`src/rtl/tluh_atomic_responder.sv`:
```
// rtl/tluh_atomic_responder.sv - TL-UH slave with Get/Put/LogicalData atomics over a word memory port
module tluh_atomic_responder #(
    parameter int SRC_W = 8
) (
    input  logic             clk_i,
    input  logic             rst_i,
    input  logic             a_valid_i,
    output logic             a_ready_o,
    input  logic [2:0]       a_opcode_i,
    input  logic [2:0]       a_param_i,
    input  logic [1:0]       a_size_i,
    input  logic [SRC_W-1:0] a_source_i,
    input  logic [31:0]      a_address_i,
    input  logic [3:0]       a_mask_i,
    input  logic [31:0]      a_data_i,
    output logic             d_valid_o,
    input  logic             d_ready_i,
    output logic [2:0]       d_opcode_o,
    output logic [1:0]       d_size_o,
    output logic [SRC_W-1:0] d_source_o,
    output logic [31:0]      d_data_o,
    output logic             d_error_o,
    output logic             mem_req_o,
    input  logic             mem_gnt_i,
    output logic             mem_we_o,
    output logic [29:0]      mem_addr_o,
    output logic [3:0]       mem_wmask_o,
    output logic [31:0]      mem_wdata_o,
    input  logic             mem_rvalid_i,
    input  logic [31:0]      mem_rdata_i
);

    localparam logic [2:0] OP_PUT_FULL = 3'd0;
    localparam logic [2:0] OP_PUT_PART = 3'd1;
    localparam logic [2:0] OP_LOGICAL  = 3'd3;
    localparam logic [2:0] OP_GET      = 3'd4;

    typedef enum logic [2:0] {
        IDLE    = 3'd0,
        RD_REQ  = 3'd1,
        RD_WAIT = 3'd2,
        WR_REQ  = 3'd3,
        RESP    = 3'd4
    } state_t;

    state_t state_q, state_d;

    logic [2:0]       op_q;
    logic [2:0]       param_q;
    logic [1:0]       size_q;
    logic [SRC_W-1:0] source_q;
    logic [29:0]      addr_q;
    logic [3:0]       mask_q;
    logic [31:0]      data_q;
    logic [3:0]       wmask_q;
    logic [31:0]      wdata_q;
    logic             d_opcode_q;
    logic [31:0]      d_data_q;
    logic             d_error_q;

    logic [31:0]      logic_res;
    logic [31:0]      merged_word;
    logic             accept;
    logic             is_put;
    logic             a_known;
    logic             bad_param;

    // The byte offset within the word plays no part in a word-wide access.
    logic             unused_addr_bits;
    assign unused_addr_bits = ^a_address_i[1:0];

    assign accept    = (state_q == IDLE) && a_valid_i;
    assign is_put    = (a_opcode_i == OP_PUT_FULL) || (a_opcode_i == OP_PUT_PART);
    assign a_known   = is_put || (a_opcode_i == OP_GET) || (a_opcode_i == OP_LOGICAL);
    assign bad_param = (op_q == OP_LOGICAL) && param_q[2];

    // Atomic result: apply the logical op word-wide, then keep old bytes on unmasked lanes.
    always_comb begin
        logic_res   = data_q;
        merged_word = mem_rdata_i;
        case (param_q[1:0])
            2'd0:    logic_res = mem_rdata_i ^ data_q;
            2'd1:    logic_res = mem_rdata_i | data_q;
            2'd2:    logic_res = mem_rdata_i & data_q;
            default: logic_res = data_q;
        endcase
        for (int i = 0; i < 4; i++) begin
            if (mask_q[i]) begin
                merged_word[8*i +: 8] = logic_res[8*i +: 8];
            end
        end
    end

    // State register.
    always_ff @(posedge clk_i or posedge rst_i) begin
        if (rst_i) begin
            state_q <= IDLE;
        end else begin
            state_q <= state_d;
        end
    end

    // Next-state and handshake outputs.
    always_comb begin
        state_d   = state_q;
        a_ready_o = 1'b0;
        mem_req_o = 1'b0;
        mem_we_o  = 1'b0;
        d_valid_o = 1'b0;
        case (state_q)
            IDLE: begin
                a_ready_o = !rst_i;
                if (a_valid_i) begin
                    if (is_put) begin
                        state_d = WR_REQ;
                    end else if (a_known) begin
                        state_d = RD_REQ;
                    end else begin
                        state_d = RESP;
                    end
                end
            end
            RD_REQ: begin
                mem_req_o = 1'b1;
                if (mem_gnt_i) begin
                    state_d = RD_WAIT;
                end
            end
            RD_WAIT: begin
                if (mem_rvalid_i) begin
                    if ((op_q == OP_LOGICAL) && !param_q[2]) begin
                        state_d = WR_REQ;
                    end else begin
                        state_d = RESP;
                    end
                end
            end
            WR_REQ: begin
                mem_req_o = 1'b1;
                mem_we_o  = 1'b1;
                if (mem_gnt_i) begin
                    state_d = RESP;
                end
            end
            RESP: begin
                d_valid_o = 1'b1;
                if (d_ready_i) begin
                    state_d = IDLE;
                end
            end
            default: state_d = IDLE;
        endcase
    end

    // Latch the request on accept and build the write/response payload as the transaction advances.
    always_ff @(posedge clk_i or posedge rst_i) begin
        if (rst_i) begin
            op_q       <= '0;
            param_q    <= '0;
            size_q     <= '0;
            source_q   <= '0;
            addr_q     <= '0;
            mask_q     <= '0;
            data_q     <= '0;
            wmask_q    <= '0;
            wdata_q    <= '0;
            d_opcode_q <= 1'b0;
            d_data_q   <= '0;
            d_error_q  <= 1'b0;
        end else if (accept) begin
            op_q       <= a_opcode_i;
            param_q    <= a_param_i;
            size_q     <= a_size_i;
            source_q   <= a_source_i;
            addr_q     <= a_address_i[31:2];
            mask_q     <= a_mask_i;
            data_q     <= a_data_i;
            wmask_q    <= (a_opcode_i == OP_PUT_FULL) ? 4'hF : a_mask_i;
            wdata_q    <= a_data_i;
            d_opcode_q <= !is_put;
            d_data_q   <= '0;
            d_error_q  <= !a_known;
        end else if ((state_q == RD_WAIT) && mem_rvalid_i) begin
            d_data_q  <= bad_param ? 32'h0 : mem_rdata_i;
            d_error_q <= bad_param;
            if (op_q == OP_LOGICAL) begin
                wdata_q <= merged_word;
                wmask_q <= 4'hF;
            end
        end
    end

    assign mem_addr_o  = addr_q;
    assign mem_wmask_o = wmask_q;
    assign mem_wdata_o = wdata_q;
    assign d_opcode_o  = {2'b00, d_opcode_q};
    assign d_size_o    = size_q;
    assign d_source_o  = source_q;
    assign d_data_o    = d_data_q;
    assign d_error_o   = d_error_q;

endmodule

```
`config.mk`:
```
export PLATFORM = sky130hd
export DESIGN_NAME = tluh_atomic_responder
export DESIGN_NICKNAME = d
export VERILOG_FILES = /design/src/rtl/tluh_atomic_responder.sv
export SDC_FILE = /design/constraint.sdc
export NUM_CORES = 1
export LEC_CHECK = 0
export ABC_AREA = 1
export CAP_MARGIN = 30
export CORE_ASPECT_RATIO = 1.1
export CORE_MARGIN = 2
export CORE_UTILIZATION = 40
export CTS_CLUSTER_DIAMETER = 40
export DETAILED_ROUTE_END_ITERATION = 7
export PLACE_DENSITY = 0.69
export RECOVER_POWER = 25
export SLEW_MARGIN = 20
export SYNTH_ARGS = -nofsm -noshare
export SYNTH_HDL_FRONTEND = slang
export SYNTH_SLANG_ARGS = --single-unit
export TNS_END_PERCENT = 100
```
`constraint.sdc`:
```
create_clock -name clk_i -period 7 [get_ports clk_i]
set_input_delay 1.4 -clock clk_i [delete_from_list [all_inputs] [get_ports clk_i]]
set_output_delay 1.4 -clock clk_i [all_outputs]
set_load 0.01 [all_outputs]
```
Word level (Yosys, flattened, before mapping). Cells that the tools add are included.

Bits in registers: 155. Input bits: 122. Output and inout port bits: 116. Word-level logic and storage cells: 80.

Equality and inequality tests: 15. Multiplexer cells: 30. Bitwise logic cells: 3. Reductions and logical operators: 19.

Operators with widths (count): 32-bit two-way mux (6); 32-bit case mux with 3 select lines (1); 32-bit AND (1); 8-bit two-way mux (4); 32-bit OR (1); 32-bit bitwise XOR (1); 3-bit two-way mux (8); 4-bit two-way mux (4); 3-bit case mux with 5 select lines (1); 3-bit by 2-bit equality test with 1-bit output (second input constant) (4); 2-bit != test (second input constant) (5); 3-bit by 1-bit equality test with 1-bit output (second input constant) (2); 3-bit equality test (second input constant) (2); 3-bit logical NOT (2); 1-bit two-way mux (6); 5-bit AND reduction (1); 1-bit logical AND (4); 1-bit logical NOT (4); 2-bit nonzero test (2); 1-bit logical OR (3); 2-bit by 1-bit equality test with 1-bit output (second input constant) (1); 2-bit equality test (second input constant) (1); 2-bit logical NOT (1); 2-bit AND reduction (1); 2-bit OR reduction (1).

Longest topological paths before layout. Gate-level depths: netlist of run 1.

Word-level depth: 8. Mapped depth: 10. Depth with buffers taken out: 9.

Worst setup path before layout of run 1. No wires, ideal clock.

Path kind: input -> output. Start: in rst_i. End: out a_ready_o. Arrival: 1569 ps. Data required time: 5600 ps. Path slack: 4031 ps. Cell stages on the path: 1. Path buffers: 0. Cells stage by stage: nor2_1.

Longest elaborated chain between the ends: 2.

RTL lines: start: declaration (RTL line 6) `input logic rst_i,`; 1-bit logical NOT (no source line); 1-bit two-way mux (RTL line 110) `case (state_q)`; end: declaration (RTL line 8) `output logic a_ready_o,`.

Every way passes these cells.

Worst setup path in the final report of run 1. Same ends and word-level chain as after synthesis.

==> flow_summary.json, run 1 <==
{
  "outcome": "finished clean",
  "slew_headroom_pct": 20.2,
  "async_flop_share_pct": 100,
  "yosys.area.top_type_share_pct": 46.5,
  "grt_pass1_wl_um": 40300,
  "ctsResizeCount": 0,
  "finClkSkew_ps": 8.43,
  "dieArea_mm2": 0.0220,
  "crit_path_max_fanout": 2,
  "htree_levels": 4,
  "insertion_delay_ps": 420,
  "fmax_mhz": 249,
  "io_buffers": 233,
  "viasPerCell": 5.03,
  "place_area_mm2": 0.0108,
  "hpwl_um": 17100,
  "synth_edf_count": 0,
  "yosys_register_bits": 155,
  "worstSetupPathType": "in2out",
  "start_kind": "primary input",
  "power_density_mw_per_mm2": 436,
  "fp-row-count": 55,
  "seqCellArea_mm2": 0.00388,
  "tightestPinTransition_ps": 1190,
  "maxSlewViolCount": 0,
  "synthFlopType": "dfrtp_1",
  "fp.dieW_um": 142,
  "tns_ps": 0,
  "antenna_found_initial": 0,
  "grt_max_degree": 101,
  "wl_um": 25400,
  "core_area_mm2": 0.0205,
  "drc": 0,
  "syn_inst": 1073,
  "fin_crit_sh_pct": 57.4,
  "synth_commonest_cells": "nand2_1 (382), dfrtp_1 (155), nor2_1 (105), inv_1 (92), o21ai_0 (86)",
  "max_stage_delay_ps": 560,
  "grt_setup_unrepaired": "no",
  "hold_path_class": "reg2reg",
  "cts_hold_buf": 0,
  "cts-buffers-inserted": 17,
  "synth_top_area_cell": "dfrtp_1",
  "ff2ff_setup_slack_ps": 4240,
  "final_cell_area_mm2": 0.0115,
  "cts_buffer_depth": 2,
  "synth_area_leaders": "dfrtp_1 (47%), nand2_1 (17%), ha_1 (9.6%), o21ai_0 (5.2%), nor2_1 (4.7%)",
  "slowest_stage": "dlygate4sd3_1",
  "start_util_pct": 40.6,
  "clkTransAtPathRegs_ps": 60,
  "cts_tree": "done",
  "yosys_warnings": 0,
  "synth_cell_type_count": 28,
  "nets": 1471,
  "period_needed_ps": 4020,
  "cp_num_buf_inv": 2,
  "fill_cells": 1929,
  "cts_sinks": 155,
  "leakagePower_uw": 0.00558,
  "crit_arrival_ps": 2620,
  "cap_violations": 0,
  "postRouteAntennaNets": 0,
  "avgSynthCellArea_um2": 7.77,
  "ios": 238,
  "gp_congestion": 0.803,
  "peakVddDrop_mv": 0.216,
  "overflow": 0,
  "post_cts_buffers": 0,
  "root_buffer": "clkbuf_16",
  "setup_viol": 0,
  "finalHoldViolations": 0,
  "drt-initial-drc-count": 482,
  "path_cells": "dlygate4sd3_1 > nor2_1 > clkdlybuf4s50_1",
  "cpLargestDelayFamily": "buffers and inverters",
  "syn-cell-area_mm2": 0.00833,
  "vias": 7810,
  "worstSetupEndpointType": "primary output",
  "syn_to_final_growth_pct": 37.6,
  "synth.most_common_cell": "nand2_1",
  "die_h_um": 155,
  "drt_pass1_iterations": 5,
  "drt-wirelength-per-cell_um": 16.3,
  "diodes": 0,
  "ys_seq_area_share_pct": 46.5,
  "drive_gt1_share_pct": 4.47,
  "grt_usage_pct": 23.5,
  "required_ps": 5600,
  "grt_pass1_vias": 7775,
  "multiInputGateArea_mm2": 0.00381
}
## per-stage QoR
step | power [µW] | util, % | setup WS, ps | instances | hold WS, ps
finish | 5000 | 55.9 | 2980 | 1554 | 477
global route | 5410 | 55.9 | 2950 | 1554 | 505
CTS | 5030 | 55.6 | 3030 | 1551 | 482
detailed placement | 4000 | 52.5 | 2940 | 1519 | 464
global placement | 3930 | 52.5 | 2910 | 1518 | 461
floorplan | 2910 | - | 1420 | 1074 | 449
## worst reg2reg max path: cells and delay by family, from the launching register on
| kind | cells | cell delay [ps] |
|---|---|---|
| flops | 1 | 460 |
| simple gates | 5 | 950 |
| compound gates | 1 | 130 |
| buf+inv | 2 | 1150 |
## power breakdown
group | switching, µW | internal [µW]
registers | 306 | 1320
clock network | 414 | 605
logic | 1320 | 1040
## worst paths after layout
check | startpoint | to | cells after the start
worst max register to register | state_q[1] | mem_wdata_o[3] | 8
min in group asynchronous | rst_i | d_source_o[2] | 2
worst max-delay path | rst_i | a_ready_o | 3
max in group asynchronous | rst_i | d_data_o[7] | 3
worst min-delay path | mem_addr_o[0] | mem_addr_o[0] | 2
worst min register to register | mem_addr_o[0] | mem_addr_o[0] | 2
## area by class of cell
cell class	instances	area share, %
clock buffers	17	3.71
clock inverters	15	1.84
inverters	97	3.20
multi-input cells	771	33.3
flip-flops and latches	155	33.8
well taps	256	2.79
repair buffers	243	21.4
## cell families after synthesis
| logic type | synth area share (%) |
|---|---|
| buffers and inverters | 7.81 |
| AO/OA/AOI/OAI | 8.00 |
| other | 0.0450 |
| AND/OR/NAND/NOR | 28.0 |
| flip-flops | 46.5 |
| adder cells (fa/ha/maj) | 9.61 |
## state kept, by name, indices dropped and copies added, names as in the netlist
name         count
d_data_o        32
d_error_o        1
d_opcode_q       1
d_size_o         2
d_source_o       8
data_q          32
mask_q           4
mem_addr_o      30
mem_wdata_o     32
mem_wmask_o      4
op_q             3
param_q          3
state_q          3
## cell usage in the layout, fill, tap and decap left out
cell type	netlist	routed
nand2_1	382	382
inv_1	92	91
nand2_2	2	2
clkinv_2	0	1
nand2_4	1	1
dfrtp_1	155	155
ha_1	64	64
o21bai_2	1	1
nand3_2	1	1
o21ai_0	86	86
clkbuf_16	0	17
or2_2	1	1
nand4_1	9	9
buf_8	0	3
clkdlybuf4s50_1	0	230
nand3_1	62	62
conb_1	1	2
nor2_2	3	2
buf_4	15	6
o21ai_1	5	5
nor3_1	7	7
bufinv_16	0	4
a21oi_1	28	28
clkinvlp_2	0	1
nand3b_1	2	2
inv_2	4	3
inv_6	0	5
clkinv_1	1	1
nor2_1	105	105
nand3_4	1	1
dlygate4sd3_1	0	3
o211ai_1	8	8
clkinvlp_4	0	4
clkinv_4	0	2
nor2_4	1	2
buf_16	0	1
## metal layers
layer	share of wire (%)	vias to the layer above	GRT usage (%)	routed length (µm)
li1	-	3801	-	-
met1	43	3691	29.3	10900
met2	47	288	39.7	12000
met3	8.2	30	6.74	2080
met4	1.5	0	6.95	393
met5	0	-	0	0
(Power assumes the default switching activity.)
==> run 2: changes to the inputs <==
--- a/config.mk
+++ b/config.mk
@@ -12,7 +12,7 @@
 export CORE_UTILIZATION = 40
 export CTS_CLUSTER_DIAMETER = 40
 export DETAILED_ROUTE_END_ITERATION = 7
-export PLACE_DENSITY = 0.69
+export PLACE_DENSITY = 0.72
 export RECOVER_POWER = 25
 export SLEW_MARGIN = 20
 export SYNTH_ARGS = -nofsm -noshare
==> constraint.sdc (replaced) <==
create_clock -name clk_i -period 3.4 [get_ports clk_i]
set_input_delay 0.68 -clock clk_i [delete_from_list [all_inputs] [get_ports clk_i]]
set_output_delay 0.68 -clock clk_i [all_outputs]
set_load 0.01 [all_outputs]
==> run 2 against run 1 <==
Effect of this change:
- first-iteration DRC count shrank 25%
- sequential power grew 100%
- wire length grew 0.19%
- register-to-register slack lost 3100 ps
- utilization is essentially flat
- worst setup slack lost 2200 ps
- hold slack gained 3.8 ps
- final cell count grew 0.45%
- combinational power grew 110%
- final area is essentially flat
- sequential share of layout area is essentially flat
- critical path depth is the same
==> flow_summary.json, run 2 (synthesized netlist as in run 1, its figures left out) <==
{
  "start_kind": "primary input",
  "hpwl_um": 17200,
  "grt_pass1_vias": 8001,
  "fp.dieW_um": 142,
  "finClkSkew_ps": 8.57,
  "insertion_delay_ps": 420,
  "hold_path_class": "reg2reg",
  "grt_use_met2_pct": 40.9,
  "die_h_um": 155,
  "core_area_mm2": 0.0205,
  "dieArea_mm2": 0.0220,
  "postRouteAntennaNets": 0,
  "power_frac_comb_pct": 48.7,
  "ctsResizeCount": 0,
  "vias": 7817,
  "final_cell_mix": "nand2_1 (382), clkdlybuf4s50_1 (231), dfrtp_1 (155), nor2_1 (105), inv_1 (91)",
  "drc": 0,
  "power_density_mw_per_mm2": 889,
  "grt_setup_unrepaired": "no",
  "fmax_mhz": 389,
  "max_stage_delay_ps": 920,
  "clkTransAtPathRegs_ps": 70,
  "gp_congestion": 0.820,
  "power.switching_fraction_pct": 41.2,
  "p_int_uw": 6000,
  "outcome": "finished clean",
  "maxSlewViolCount": 0,
  "slowest_stage": "clkbuf_2",
  "ff2ff_setup_slack_ps": 1170,
  "period_needed_ps": 2570,
  "drt-initial-drc-count": 360,
  "use_met3_pct": 6.83,
  "tns_ps": 0,
  "layout.cells.non_filler": 1561,
  "path_cells": "dlygate4sd3_1 > clkinvlp_2 > clkbuf_2",
  "start_util_pct": 40.6,
  "antenna_found_initial": 0,
  "worstSetupEndpointType": "async pin",
  "slew_headroom_pct": 14.1,
  "viasPerCell": 5.01,
  "worstSetupPathType": "in2async",
  "io_buffers": 233,
  "drt-wirelength-per-cell_um": 16.3,
  "cts_hold_buf": 0,
  "cap_violations": 0,
  "nets": 1478,
  "drive_gt1_share_pct": 4.90,
  "grtUsageMet1_pct": 28.8,
  "wl_um": 25400,
  "ios": 238,
  "syn_to_final_growth_pct": 37.6,
  "cts_buffer_depth": 2,
  "top_usage_layer": "met2",
  "fin_crit_sh_pct": 75.6,
  "grt_max_degree": 88,
  "cts_sinks": 155,
  "final_cell_area_mm2": 0.0115,
  "crit_arrival_ps": 2960,
  "switchingPower_uw": 4200,
  "peakVddDrop_mv": 0.430,
  "overflow": 0,
  "pwr-share-seq_pct": 32.5,
  "cts_tree": "done",
  "place_area_mm2": 0.0109,
  "diodes": 0,
  "htree_levels": 4,
  "pwr-share-clk_pct": 18.8,
  "tightestPinTransition_ps": 1280,
  "cts-buffers-inserted": 17,
  "layout_commonest_cell": "nand2_1",
  "required_ps": 3790,
  "postLayoutCoreUtil_pct": 55.9,
  "fp-row-count": 55,
  "finalHoldViolations": 0,
  "setup_viol": 0,
  "crit_path_max_fanout": 40,
  "grt_pass1_wl_um": 41000,
  "drt_pass1_iterations": 5,
  "leakagePower_uw": 0.00558,
  "finalPower_uw": 10200,
  "root_buffer": "clkbuf_16",
  "post_cts_buffers": 0,
  "grt_usage_pct": 23.7,
  "dpl.cell_count": 1529
}
-- run 2: cell count changes in the layout (fill, tap and decap cells not counted) --
cell / before / now
clkinvlp_4: 4 / 5
clkinv_2: 1 / 2
clkinv_4: 2 / 3
buf_16: 1 / 0
clkbuf_1: 0 / 1
clkdlybuf4s50_1: 230 / 231
inv_6: 5 / 4
buf_12: 0 / 4
clkbuf_2: 0 / 2
buf_8: 3 / 0
buf_4: 6 / 10
dlygate4sd3_1: 3 / 2
bufinv_16: 4 / 2
-- run 2: per-stage QoR --
stage               hold slack [ps]  setup WS (ps)
floorplan                       449            761
global placement                462            910
detailed placement              464            879
CTS                             482            836
global route                    508            466
finish                          480            829
-- run 2: final timing paths --
kind | startpoint | to | cells after the start
max | rst_i | d_data_o[6] | 3
min | mem_addr_o[9] | mem_addr_o[9] | 2
max reg2reg | param_q[1] | mem_wdata_o[30] | 8
min reg2reg | mem_addr_o[9] | mem_addr_o[9] | 2
max in group clk_i | rst_i | a_ready_o | 3
min in group asynchronous | rst_i | data_q[29] | 2
-- run 2: cell type report --
type	count	area, µm²
clock inverter	15	164
multi-input combinational	771	3810
timing repair buffer	250	2500
tap	256	320
fill	1904	9040
inverter	97	367
sequential	155	3880
clock buffer	17	425
-- run 2: power groups by stage --
stage	combinational (µW)	clock [µW]	sequential [µW]
floorplan	2520	0	3480
global placement	4880	0	3300
detailed placement	4990	0	3330
CTS	5010	1940	3320
global route	5560	2030	3430
finish	4960	1920	3320
-- run 2: layer usage --
metal / vias to the layer above / share of wire, %
met4: 0 / 1.7
li1: 3806 / -
met1: 3693 / 41
met2: 284 / 49
met5: - / 0
met3: 34 / 8.0
-- run 2: critical path: cells and delay by family --
kind     cells  cell delay (ps)
buf+inv      3             2260
